File: config.mk
export PLATFORM = sky130hd
export DESIGN_NAME = frame_reader
export DESIGN_NICKNAME = d
export VERILOG_FILES = /design/src/rtl/frame_reader_pkg.sv /design/src/rtl/frame_reader_rd_skid_fifo.sv /design/src/rtl/frame_reader.sv
export SDC_FILE = /design/constraint.sdc
export NUM_CORES = 1
export LEC_CHECK = 0
export ABC_CLOCK_PERIOD_IN_PS = 4300
export CORE_MARGIN = 2
export CORE_UTILIZATION = 55
export CTS_BUF_LIST = sky130_fd_sc_hd__clkbuf_2 sky130_fd_sc_hd__clkbuf_4 sky130_fd_sc_hd__clkbuf_8
export DETAILED_ROUTE_END_ITERATION = 6
export PLACE_DENSITY = 0.78
export SYNTH_ARGS = -nofsm -noshare
export SYNTH_HDL_FRONTEND = slang
export SYNTH_SLANG_ARGS = --single-unit
File: constraint.sdc
create_clock -name clk -period 4.3 [get_ports clk]
set_clock_uncertainty 0.1 [all_clocks]
set_input_delay 0.86 -clock clk [delete_from_list [all_inputs] [get_ports clk]]
set_output_delay 0.86 -clock clk [all_outputs]
set_load 0.02 [all_outputs]
File: src/rtl/frame_reader_pkg.sv
// rtl/frame_reader_pkg.sv - shared state encoding, header constants and helpers for frame_reader
package frame_reader_pkg;

  typedef enum logic [2:0] {
    ST_IDLE,
    ST_CAPT,
    ST_HDR,
    ST_DATA,
    ST_DRAIN
  } state_t;

  typedef logic [3:0][7:0] cnt_arr_t;

  localparam logic [7:0] HDR_MARK  = 8'hA5;
  localparam int         HDR_WORDS = 4;

  function automatic logic [31:0] hdr_word(input logic [1:0] k, input logic [7:0] c);
    return {HDR_MARK, 6'd0, k, 8'h00, c};
  endfunction

  // Lowest channel >= from with a non-zero count; bit 2 set means none left.
  function automatic logic [2:0] next_chan(input cnt_arr_t cnts, input logic [2:0] from);
    logic [2:0] r;
    r = 3'b100;
    for (int i = 3; i >= 0; i--) begin
      if (3'(i) >= from && cnts[i] != 8'd0) r = {1'b0, 2'(i)};
    end
    return r;
  endfunction

endpackage

File: src/rtl/frame_reader_rd_skid_fifo.sv
// rtl/frame_reader_rd_skid_fifo.sv - synchronous first-word-fall-through skid FIFO with level output
module rd_skid_fifo #(
  parameter int DEPTH = 4,
  parameter int WIDTH = 34,
  parameter int LW    = $clog2(DEPTH + 1)
) (
  input  logic             clk,
  input  logic             rst_n,
  input  logic             wr_en,
  input  logic [WIDTH-1:0] wr_data,
  input  logic             rd_en,
  output logic [WIDTH-1:0] rd_data,
  output logic             full,
  output logic             empty,
  output logic [LW-1:0]    level
);
  localparam int PW = (DEPTH > 1) ? $clog2(DEPTH) : 1;

  logic [WIDTH-1:0] mem_q [DEPTH];
  logic [PW-1:0]    wr_ptr_q, wr_ptr_d, rd_ptr_q, rd_ptr_d;
  logic [LW-1:0]    level_q, level_d;
  logic             wr_ok, rd_ok;

  assign full    = (level_q == LW'(DEPTH));
  assign empty   = (level_q == '0);
  assign level   = level_q;
  assign rd_data = mem_q[rd_ptr_q];
  assign wr_ok   = wr_en & ~full;
  assign rd_ok   = rd_en & ~empty;

  always_comb begin
    wr_ptr_d = wr_ptr_q;
    rd_ptr_d = rd_ptr_q;
    if (wr_ok) wr_ptr_d = (wr_ptr_q == PW'(DEPTH - 1)) ? '0 : wr_ptr_q + PW'(1);
    if (rd_ok) rd_ptr_d = (rd_ptr_q == PW'(DEPTH - 1)) ? '0 : rd_ptr_q + PW'(1);
    level_d = level_q + LW'(wr_ok) - LW'(rd_ok);
  end

  always_ff @(posedge clk or negedge rst_n) begin
    if (!rst_n) begin
      wr_ptr_q <= '0;
      rd_ptr_q <= '0;
      level_q  <= '0;
    end else begin
      wr_ptr_q <= wr_ptr_d;
      rd_ptr_q <= rd_ptr_d;
      level_q  <= level_d;
    end
  end

  always_ff @(posedge clk) begin
    if (wr_ok) mem_q[wr_ptr_q] <= wr_data;
  end

endmodule

File: src/rtl/frame_reader.sv
// rtl/frame_reader.sv - reads per-channel buffer words and streams them as a framed packet
module frame_reader
  import frame_reader_pkg::*;
#(
  parameter int RD_LATENCY = 2,
  parameter int FIFO_DEPTH = 4
) (
  input  logic        clk,
  input  logic        rst_n,
  input  logic        i_enable,
  input  logic        i_frame_ready,
  input  logic [15:0] i_out_size,
  input  logic [7:0]  i_data_count,
  output logic [1:0]  o_rd_vchn,
  output logic [7:0]  o_rd_addr,
  input  logic [31:0] i_rd_data,
  output logic [31:0] o_tdata,
  output logic        o_tvalid,
  input  logic        i_tready,
  output logic        o_tsof,
  output logic        o_teof,
  output logic        o_busy,
  output logic [7:0]  o_drop_cnt,
  output logic        o_size_err
);
  localparam int LW = $clog2(FIFO_DEPTH + 1);

  logic                  sync1_q, sync2_q, sync3_q;
  state_t                state_q, state_d;
  logic [1:0]            vchn_q, vchn_d, hdr_k_q, hdr_k_d;
  logic [7:0]            addr_q, addr_d, drop_q, drop_d, inflight;
  logic                  phase_q, phase_d, busy_q, busy_d, size_err_q, size_err_d;
  cnt_arr_t              cnt_q, cnt_d;
  logic [15:0]           out_size_q, out_size_d, words_q, words_d;
  logic [RD_LATENCY-1:0] pipe_vld_q, pipe_vld_d, pipe_eof_q, pipe_eof_d;

  logic        frame_evt, accept, issue, last_rd, hdr_push, hdr_sof, hdr_eof;
  logic        fifo_wr, fifo_full, fifo_empty;
  logic [33:0] fifo_wdata, fifo_rdata;
  logic [LW-1:0] fifo_level;
  logic [2:0]  nxt;
  logic [31:0] hdr_data;

  assign frame_evt  = sync2_q & ~sync3_q;
  assign accept     = o_tvalid & i_tready;
  assign o_tvalid   = ~fifo_empty;
  assign o_tdata    = fifo_rdata[31:0];
  assign o_teof     = fifo_rdata[32] & ~fifo_empty;
  assign o_tsof     = fifo_rdata[33] & ~fifo_empty;
  assign o_rd_vchn  = vchn_q;
  assign o_rd_addr  = addr_q;
  assign o_busy     = busy_q;
  assign o_drop_cnt = drop_q;
  assign o_size_err = size_err_q;

  assign fifo_wr    = hdr_push | pipe_vld_q[RD_LATENCY-1];
  assign fifo_wdata = hdr_push ? {hdr_sof, hdr_eof, hdr_data}
                               : {1'b0, pipe_eof_q[RD_LATENCY-1], i_rd_data};

  always_comb begin
    inflight = '0;
    for (int i = 0; i < RD_LATENCY; i++) inflight = inflight + 8'(pipe_vld_q[i]);
  end

  always_comb begin
    state_d    = state_q;
    vchn_d     = vchn_q;
    addr_d     = addr_q;
    phase_d    = phase_q;
    hdr_k_d    = hdr_k_q;
    cnt_d      = cnt_q;
    out_size_d = out_size_q;
    words_d    = words_q;
    drop_d     = drop_q;
    size_err_d = size_err_q;
    issue      = 1'b0;
    last_rd    = 1'b0;
    hdr_push   = 1'b0;
    nxt        = 3'b100;
    hdr_data   = hdr_word(hdr_k_q, cnt_q[hdr_k_q]);
    hdr_sof    = (hdr_k_q == 2'd0);
    hdr_eof    = (hdr_k_q == 2'(HDR_WORDS - 1)) && (cnt_q == '0);

    if (frame_evt && (state_q != ST_IDLE || !i_enable) && drop_q != 8'hFF) drop_d = drop_q + 8'd1;

    if (accept) begin
      words_d = words_q + 16'd1;
      if (o_teof && (words_q + 16'd1) != out_size_q) size_err_d = 1'b1;
    end

    case (state_q)
      ST_IDLE: begin
        if (frame_evt && i_enable) begin
          state_d    = ST_CAPT;
          out_size_d = i_out_size;
          vchn_d     = 2'd0;
          addr_d     = 8'd0;
          phase_d    = 1'b0;
          hdr_k_d    = 2'd0;
          words_d    = 16'd0;
        end
      end
      ST_CAPT: begin
        // First cycle lets the count mux settle on the new channel, second samples it.
        phase_d = ~phase_q;
        if (phase_q) begin
          cnt_d[vchn_q] = i_data_count;
          if (vchn_q == 2'd3) state_d = ST_HDR;
          else vchn_d = vchn_q + 2'd1;
        end
      end
      ST_HDR: begin
        if (!fifo_full) begin
          hdr_push = 1'b1;
          hdr_k_d  = hdr_k_q + 2'd1;
          if (hdr_k_q == 2'(HDR_WORDS - 1)) begin
            nxt = next_chan(cnt_q, 3'd0);
            if (nxt[2]) state_d = ST_DRAIN;
            else begin
              state_d = ST_DATA;
              vchn_d  = nxt[1:0];
              addr_d  = 8'd0;
            end
          end
        end
      end
      ST_DATA: begin
        // The address register always holds the next read; it issues once credit allows.
        if (int'(fifo_level) + int'(inflight) < FIFO_DEPTH) begin
          issue = 1'b1;
          if ({1'b0, addr_q} + 9'd1 < {1'b0, cnt_q[vchn_q]}) addr_d = addr_q + 8'd1;
          else begin
            nxt = next_chan(cnt_q, {1'b0, vchn_q} + 3'd1);
            if (nxt[2]) begin
              last_rd = 1'b1;
              state_d = ST_DRAIN;
            end else begin
              vchn_d = nxt[1:0];
              addr_d = 8'd0;
            end
          end
        end
      end
      ST_DRAIN: begin
        if ((accept && o_teof) || (fifo_empty && inflight == 8'd0)) state_d = ST_IDLE;
      end
      default: state_d = ST_IDLE;
    endcase

    busy_d        = (state_d != ST_IDLE);
    pipe_vld_d    = pipe_vld_q;
    pipe_eof_d    = pipe_eof_q;
    pipe_vld_d[0] = issue;
    pipe_eof_d[0] = last_rd;
    for (int i = 1; i < RD_LATENCY; i++) begin
      pipe_vld_d[i] = pipe_vld_q[i-1];
      pipe_eof_d[i] = pipe_eof_q[i-1];
    end
  end

  always_ff @(posedge clk or negedge rst_n) begin
    if (!rst_n) begin
      sync1_q    <= 1'b0;
      sync2_q    <= 1'b0;
      sync3_q    <= 1'b0;
      state_q    <= ST_IDLE;
      vchn_q     <= '0;
      addr_q     <= '0;
      phase_q    <= 1'b0;
      hdr_k_q    <= '0;
      cnt_q      <= '0;
      out_size_q <= '0;
      words_q    <= '0;
      busy_q     <= 1'b0;
      drop_q     <= '0;
      size_err_q <= 1'b0;
      pipe_vld_q <= '0;
      pipe_eof_q <= '0;
    end else begin
      sync1_q    <= i_frame_ready;
      sync2_q    <= sync1_q;
      sync3_q    <= sync2_q;
      state_q    <= state_d;
      vchn_q     <= vchn_d;
      addr_q     <= addr_d;
      phase_q    <= phase_d;
      hdr_k_q    <= hdr_k_d;
      cnt_q      <= cnt_d;
      out_size_q <= out_size_d;
      words_q    <= words_d;
      busy_q     <= busy_d;
      drop_q     <= drop_d;
      size_err_q <= size_err_d;
      pipe_vld_q <= pipe_vld_d;
      pipe_eof_q <= pipe_eof_d;
    end
  end

  rd_skid_fifo #(
    .DEPTH (FIFO_DEPTH),
    .WIDTH (34),
    .LW    (LW)
  ) u_fifo (
    .clk     (clk),
    .rst_n   (rst_n),
    .wr_en   (fifo_wr),
    .wr_data (fifo_wdata),
    .rd_en   (accept),
    .rd_data (fifo_rdata),
    .full    (fifo_full),
    .empty   (fifo_empty),
    .level   (fifo_level)
  );

endmodule

==> impl_metrics.yaml, run 1 <==
outcome:
  status: "complete, no violations"
place:
  postPlaceCellArea_um2: 12650
  preCtsSetupSlack_ns: 0.6128
  dp.cells: 1184
  portBuffers: 115
  dpl.hpwl_mm: 15.48
  place_congestion: 0.8584
global_route:
  met3_usage_pct: 4.406
  grt_busiest_layer: "met2"
  grt_pass1_wl_mm: 37.05
  antenna_found_initial: 0
  grt_overflow_total: 0
  grt_max_degree: 61
  grtUsageMet1_pct: 30.84
  grt_pass1_vias: 7132
  grtUsageTotal_pct: 21.81
  grtUsageMet2_pct: 34.67
floorplan:
  initial_core_util_pct: 55.67
  coreArea_um2: 20100
  row_count: 52
  pin_count: 116
  die_y_um: 146.7
  dieArea_um2: 21510
  die_w_um: 146.7
routing:
  routed_via_density: 5.652
  detail_route.wl_per_cell_um: 18.13
  dr.pass1.iters: 5
  route.detailed.drc: 0
  vias: 7087
  drt_wl_total_mm: 22.74
  ant_nets: 0
  drt-initial-drc-count: 497
synthesis:
  ys_ff_latch: 240
  ys.flop_type: "edfxtp_1"
  syn_inst: 822
  avgSynthCellArea_um2: 13.62
  synthesis.area_um2: 11190
  synth_cell_types: 62
  async_flop_share_pct: 43.33
  synthesis.nets: 911
  synth-edff-count: 136
  yosysWarnings: 0
  synth_seq_area_share_pct: 59.74
setup_path:
  crit_arrival_ns: 4.02
  r2r_cells: 9
  cp.required_ns: 4.65
  critPathKind: "reg2reg"
  crit-reg2reg-launch: "o_rd_vchn[0]"
  start_kind: "register"
  critical_path.max_fanout: 15
  cp-end-kind: "register"
  critPathLaunch: "o_rd_vchn[0]"
timing:
  worst_pin_slew_ns: 1.034
  fin_crit_ns: 3.672
  slew_viol_final: 0
  worst_slack_ns: 0.6281
  grt_setup_unrepaired: "no"
  finalSetupViolCount: 0
  hold_ws_ns: 0.2417
  fmax_mhz: 272.3
  maxSlewHeadroom_pct: 31.09
  period_share_pct: 85.39
  hold_viol: 0
  fin_setup_tns_ns: 0
power_and_ir_drop:
  power_mw: 9.026
  power_density_nw_per_um2: 672.1
  power_leakage_nw: 5.191
  vdd_drop_max_mv: 0.4253
final_layout:
  area_delta_synth_final_pct: 19.99
  fin_area_um2: 13430
  final_cells: 1254
  final_util_pct: 66.80
  nets: 1044
  fillers: 1451
  antennaDiodeCount: 0
  drive_gt1_share_pct: 18.09
clock_tree:
  clockBufferDepth: 3
  cts.clk_slew.worst_paths_ns: 0.06
  cts-buffers-inserted: 39
  cts-root-buf: "clkbuf_8"
  cts_tree: "built"
  cts.htree.levels: 2
  clock_latency_ns: 0.52
  cts_sinks: 240
  cts_setup_buffers: 0
  cts_hold_buf: 0
  post_cts_resized: 0
job:
  max_cap_violations: 0
min_path:
  hp-class: "reg2reg"
  holdPathStages: 0
  hold_start: "pipe_eof_q[0]"
registers in the layout, summed over array words and instances, names as in the netlist:
name             flops
o_size_err           1
u_fifo.level         3
sync3_q              1
u_fifo.wr_ptr_q      2
pipe_vld_q           2
state_q              3
o_drop_cnt           8
phase_q              1
cnt_q               32
o_rd_vchn            2
words_q             16
sync1_q              1
o_rd_addr            8
hdr_k_q              2
u_fifo.mem_q       136
out_size_q          16
pipe_eof_q           2
sync2_q              1
o_busy               1
u_fifo.rd_ptr_q      2
cell usage after synthesis, types with 3 or more instances:
master | number | share of area (%)
edfxtp_1 | 136 | 36
and2_1 | 11 | 0.61
mux2_2 | 33 | 3.3
nand4_1 | 12 | 0.67
nor3_1 | 10 | 0.45
nor2_1 | 44 | 1.5
o31ai_1 | 3 | 0.20
xnor2_1 | 33 | 2.6
a311oi_1 | 3 | 0.23
nor2b_1 | 22 | 1.2
a41oi_1 | 3 | 0.23
nor4_1 | 9 | 0.50
and3_1 | 5 | 0.28
buf_2 | 5 | 0.22
a31oi_1 | 3 | 0.17
a21oi_1 | 16 | 0.72
nand2_1 | 115 | 3.9
nand2b_1 | 3 | 0.17
xor2_1 | 21 | 1.6
o21ai_0 | 13 | 0.58
dfrtp_1 | 104 | 23
a21o_1 | 4 | 0.27
nor4_2 | 4 | 0.45
mux2_4 | 4 | 0.54
ha_1 | 27 | 3.0
clkbuf_1 | 25 | 0.84
inv_1 | 27 | 0.91
mux4_1 | 4 | 0.94
mux4_2 | 45 | 9.1
or2_2 | 6 | 0.34
nand3_1 | 24 | 1.1
buf_1 | 6 | 0.20
path summary, 6_finish.rpt:
path / endpoint / slack [ns]
min in group asynchronous: out_size_q[14] / 0.31
min reg2reg: pipe_eof_q[1] / 0.24
max reg2reg: o_rd_addr[6] / 0.63
max in group asynchronous: cnt_q[25] / 2.95
min: pipe_eof_q[1] / 0.24
max: o_rd_addr[6] / 0.63
worst max-delay path, stage by stage (launching register included):
cell and delay (ns):
dfrtp_1 0.74, mux4_1 0.64, inv_1 0.07, ha_1 0.24, and3_1 0.22, a221oi_2 0.29, nand3_1 0.16, or3_1 0.55
or3b_1 0.43, o2bb2ai_1 0.15
cell usage in the layout, fill, tap and decap left out, types with 3 or more instances in the layout:
cell type        count
and2_1              11
nor4_1               9
dfrtp_1            103
nand2b_1             3
nor2_1              44
clkbuf_8            42
nand3_1             24
buf_4               13
mux4_2              45
xnor2_1             33
edfxtp_1           136
mux2_4               4
or2_2                6
nand4_1             12
and3_1               5
inv_1               27
o21ai_0             13
nor3_1              10
clkdlybuf4s50_1    114
nand2_1            115
o31ai_1              3
a31oi_1              3
clkbuf_4            16
xor2_1              21
a311oi_1             3
nor2b_1             22
mux2_2              33
a21oi_1             16
nor4_2               4
ha_1                27
clkinv_1             7
a21o_1               4
mux4_1               4
a41oi_1              3
cells by family (layout without fill, tap and decap cells):
family / after synthesis / count (layout) / share of synthesized area [%]
AOI/OAI and AO/OA: 71 / 71 / 4.606
xor gates and xnor gates: 54 / 54 / 4.226
adders and majority gates: 28 / 28 / 3.197
buffers and inverters: 63 / 225 / 2.169
DFF: 240 / 240 / 59.74
muxes: 88 / 88 / 14.03
and+or+nand+nor: 278 / 278 / 12.03
power breakdown:
part           internal (mW)  total (mW)  switching [mW]  leakage, nW
clock                   1.10        1.94           0.844        0.413
combinational           1.69        3.35            1.66         2.25
sequential              3.12        3.73           0.611         2.52
total                   5.91        9.03            3.12         5.19
routing by layer:
layer	vias to the layer above	wire length [um]
met5	-	0
met4	0	413
met3	38	1350
met2	235	10840
met1	3515	10140
li1	3299	-
layout make-up:
cell class                      instances  area [um2]  area share [%]
Multi-Input combinational cell        519        4263           31.74
Inverter                               27       101.3          0.7547
Clock inverter                         12       82.58          0.6149
Timing Repair Buffer                  128        1259           9.373
Tap cell                              270       337.8           2.516
Clock buffer                           58       698.2           5.199
Sequential cell                       240        6688           49.80
No activity file was read; power rests on OpenSTA's default activity.
==> run 2: changes to the inputs <==
Settings changed: CTS_BUF_LIST sky130_fd_sc_hd__clkbuf_2 sky130_fd_sc_hd__clkbuf_4 sky130_fd_sc_hd__clkbuf_8 to default, CTS_CLUSTER_DIAMETER from default to 150.
==> run 2 against run 1 <==
Net effect: worst setup slack lost 0.015 ns; sequential share of layout area down 0.25 points; combinational power about the same; routed wire length rose by 1.1%; fmax decreased by 0.41%; sequential power is essentially flat; die area is the same; critical path depth stayed put; hold slack better by 0.0072 ns; register-to-register slack worse by 0.02 ns; cell count decreased by 1.9%; via count rose by 0.44%; highest routed layer unchanged.
==> impl_metrics.yaml, run 2 (synthesis gave the netlist of run 1 again) <==
min_path:
  hp-class: "reg2reg"
clock_tree:
  cts-buffers-inserted: 25
  cts.clk_slew.worst_paths_ns: 0.06
  post_cts_resized: 0
  cts_hold_buf: 0
  clockBufferDepth: 3
  cts-root-buf: "clkbuf_16"
  cts.htree.levels: 1
  clock_latency_ns: 0.52
  cts_setup_buffers: 0
  cts_tree: "built"
  cts_sinks: 240
routing:
  dr.pass1.iters: 6
  drt_wl_total_mm: 22.99
  routed_via_density: 5.787
  detail_route.wl_per_cell_um: 18.69
  route.detailed.drc: 0
  drt-initial-drc-count: 572
  vias: 7118
  ant_nets: 0
setup_path:
  crit_chain: "mux4_1 -> inv_1 -> ha_1 -> and3_1 -> a221oi_2 -> nand3_1 -> or3_1 -> or3b_1 -> o2bb2ai_1"
  cp-end-kind: "register"
  critical_path.max_fanout: 15
  regToRegEndpoint: "o_rd_addr[6]"
  critPathKind: "reg2reg"
  start_kind: "register"
  path_depth: 9
  r2r_cells: 9
  ff2ff_setup_slack_ns: 0.61
  cp_top_family: "simple AND/OR/NAND/NOR gates"
  cp_num_buf_inv: 1
  cp.required_ns: 4.64
  crit-reg2reg-launch: "o_rd_vchn[0]"
  crit_arrival_ns: 4.03
  max_stage_delay_ns: 0.74
  endpoint: "o_rd_addr[6]"
  critPathLaunch: "o_rd_vchn[0]"
  critPathSlowestCell: "dfrtp_1"
place:
  dpl.hpwl_mm: 15.48
  postPlaceCellArea_um2: 12650
  preCtsSetupSlack_ns: 0.6128
  portBuffers: 115
  place_congestion: 0.8584
timing:
  period_share_pct: 85.75
  grt_setup_unrepaired: "no"
  finalSetupViolCount: 0
  fmax_mhz: 271.2
  hold_viol: 0
  slew_viol_final: 0
  fin_crit_ns: 3.687
  fin_setup_tns_ns: 0
  worst_slack_ns: 0.6129
  worst_pin_slew_ns: 1.029
  maxSlewHeadroom_pct: 31.41
job:
  max_cap_violations: 0
final_layout:
  antennaDiodeCount: 0
  nets: 1030
  top_register: "u_fifo.mem_q"
  largest_register_ffs: 136
  reg.largest.list: "u_fifo.mem_q x136, cnt_q x32"
  mostFrequentLayoutCells: "edfxtp_1 (136), nand2_1 (115), clkdlybuf4s50_1 (114), dfrtp_1 (103), mux4_2 (45)"
  area_delta_synth_final_pct: 20.60
  drive_gt1_share_pct: 15.42
  fillers: 1406
  final_common_cell: "edfxtp_1"
  fin_area_um2: 13500
floorplan:
  initial_core_util_pct: 55.67
  dieArea_um2: 21510
  die_w_um: 146.7
  die_y_um: 146.7
  row_count: 52
  coreArea_um2: 20100
  pin_count: 116
global_route:
  grt_pass1_wl_mm: 37.43
  antenna_found_initial: 0
  grt_max_degree: 61
  grtUsageTotal_pct: 21.91
  grt_pass1_vias: 7099
  grt_overflow_total: 0
power_and_ir_drop:
  power_density_nw_per_um2: 689.4
  power_leakage_nw: 5.182
  vdd_drop_max_mv: 0.4316
outcome:
  status: "complete, no violations"
-- run 2: cell types whose count changed in the layout (fill, tap and decap cells not counted), sizes merged --
cell and change:
clkbuf -19, bufinv +3, clkinv -8
-- run 2: worst min path at each step --
stage,startpoint,end,depth (start not counted)
global route,pipe_eof_q[0],pipe_eof_q[1],0
CTS,pipe_eof_q[0],pipe_eof_q[1],0
detailed placement,pipe_eof_q[0],pipe_eof_q[1],0
floorplan,pipe_eof_q[0],pipe_eof_q[1],0
finish,pipe_eof_q[0],pipe_eof_q[1],0
global placement,sync1_q,sync2_q,0
-- run 2: final cells by class --
cell class              instances  area (um2)  share of cell area [%]
clock buffers                  39       698.2                   5.172
inverters                      27       101.3                  0.7508
repair buffers                128        1259                   9.325
multi-input cells             519        4263                   31.58
well taps                     270       337.8                   2.503
clock inverters                 7       151.4                   1.122
flip-flops and latches        240        6688                   49.55
-- run 2: routing by layer --
layer	share of wire [%]	GRT usage [%]	vias to the layer above
met2	48	35.99	245
met1	44	31.52	3564
met4	1.8	5.243	0
met5	0	0	-
li1	-	-	3274
met3	6.3	3.063	35
-- run 2: worst reg2reg max path: cells and delay by family (launching register included) --
family                     cells  cell delay, ns
buffers and inverters          1            0.08
adders and majority gates      1            0.24
and+or+nand+nor                4            1.37
muxes                          1            0.65
DFF                            1            0.74
AOI/OAI and AO/OA              2            0.43
-- run 2: stage by stage --
| step | hold slack [ns] | util, % | std cells | total power, mW |
|---|---|---|---|---|
| 4_1_cts | 0.2482 | 67.14 | 1230 | 9.380 |
| 6_report | 0.2489 | 67.14 | 1230 | 9.306 |
| 5_1_grt | 0.2457 | 67.14 | 1230 | 9.833 |
| 3_3_place_gp | 0.2320 | 62.91 | 1184 | 7.046 |
| 2_1_floorplan | 0.2312 | - | 822 | 5.924 |
| 3_5_place_dp | 0.2365 | 62.91 | 1184 | 7.139 |
-- run 2: power by group --
part / switching [mW] / internal [mW] / leakage (nW) / total, mW
clock network: 0.850 / 1.36 / 0.405 / 2.21
registers: 0.618 / 3.12 / 2.52 / 3.74
logic: 1.67 / 1.69 / 2.25 / 3.36
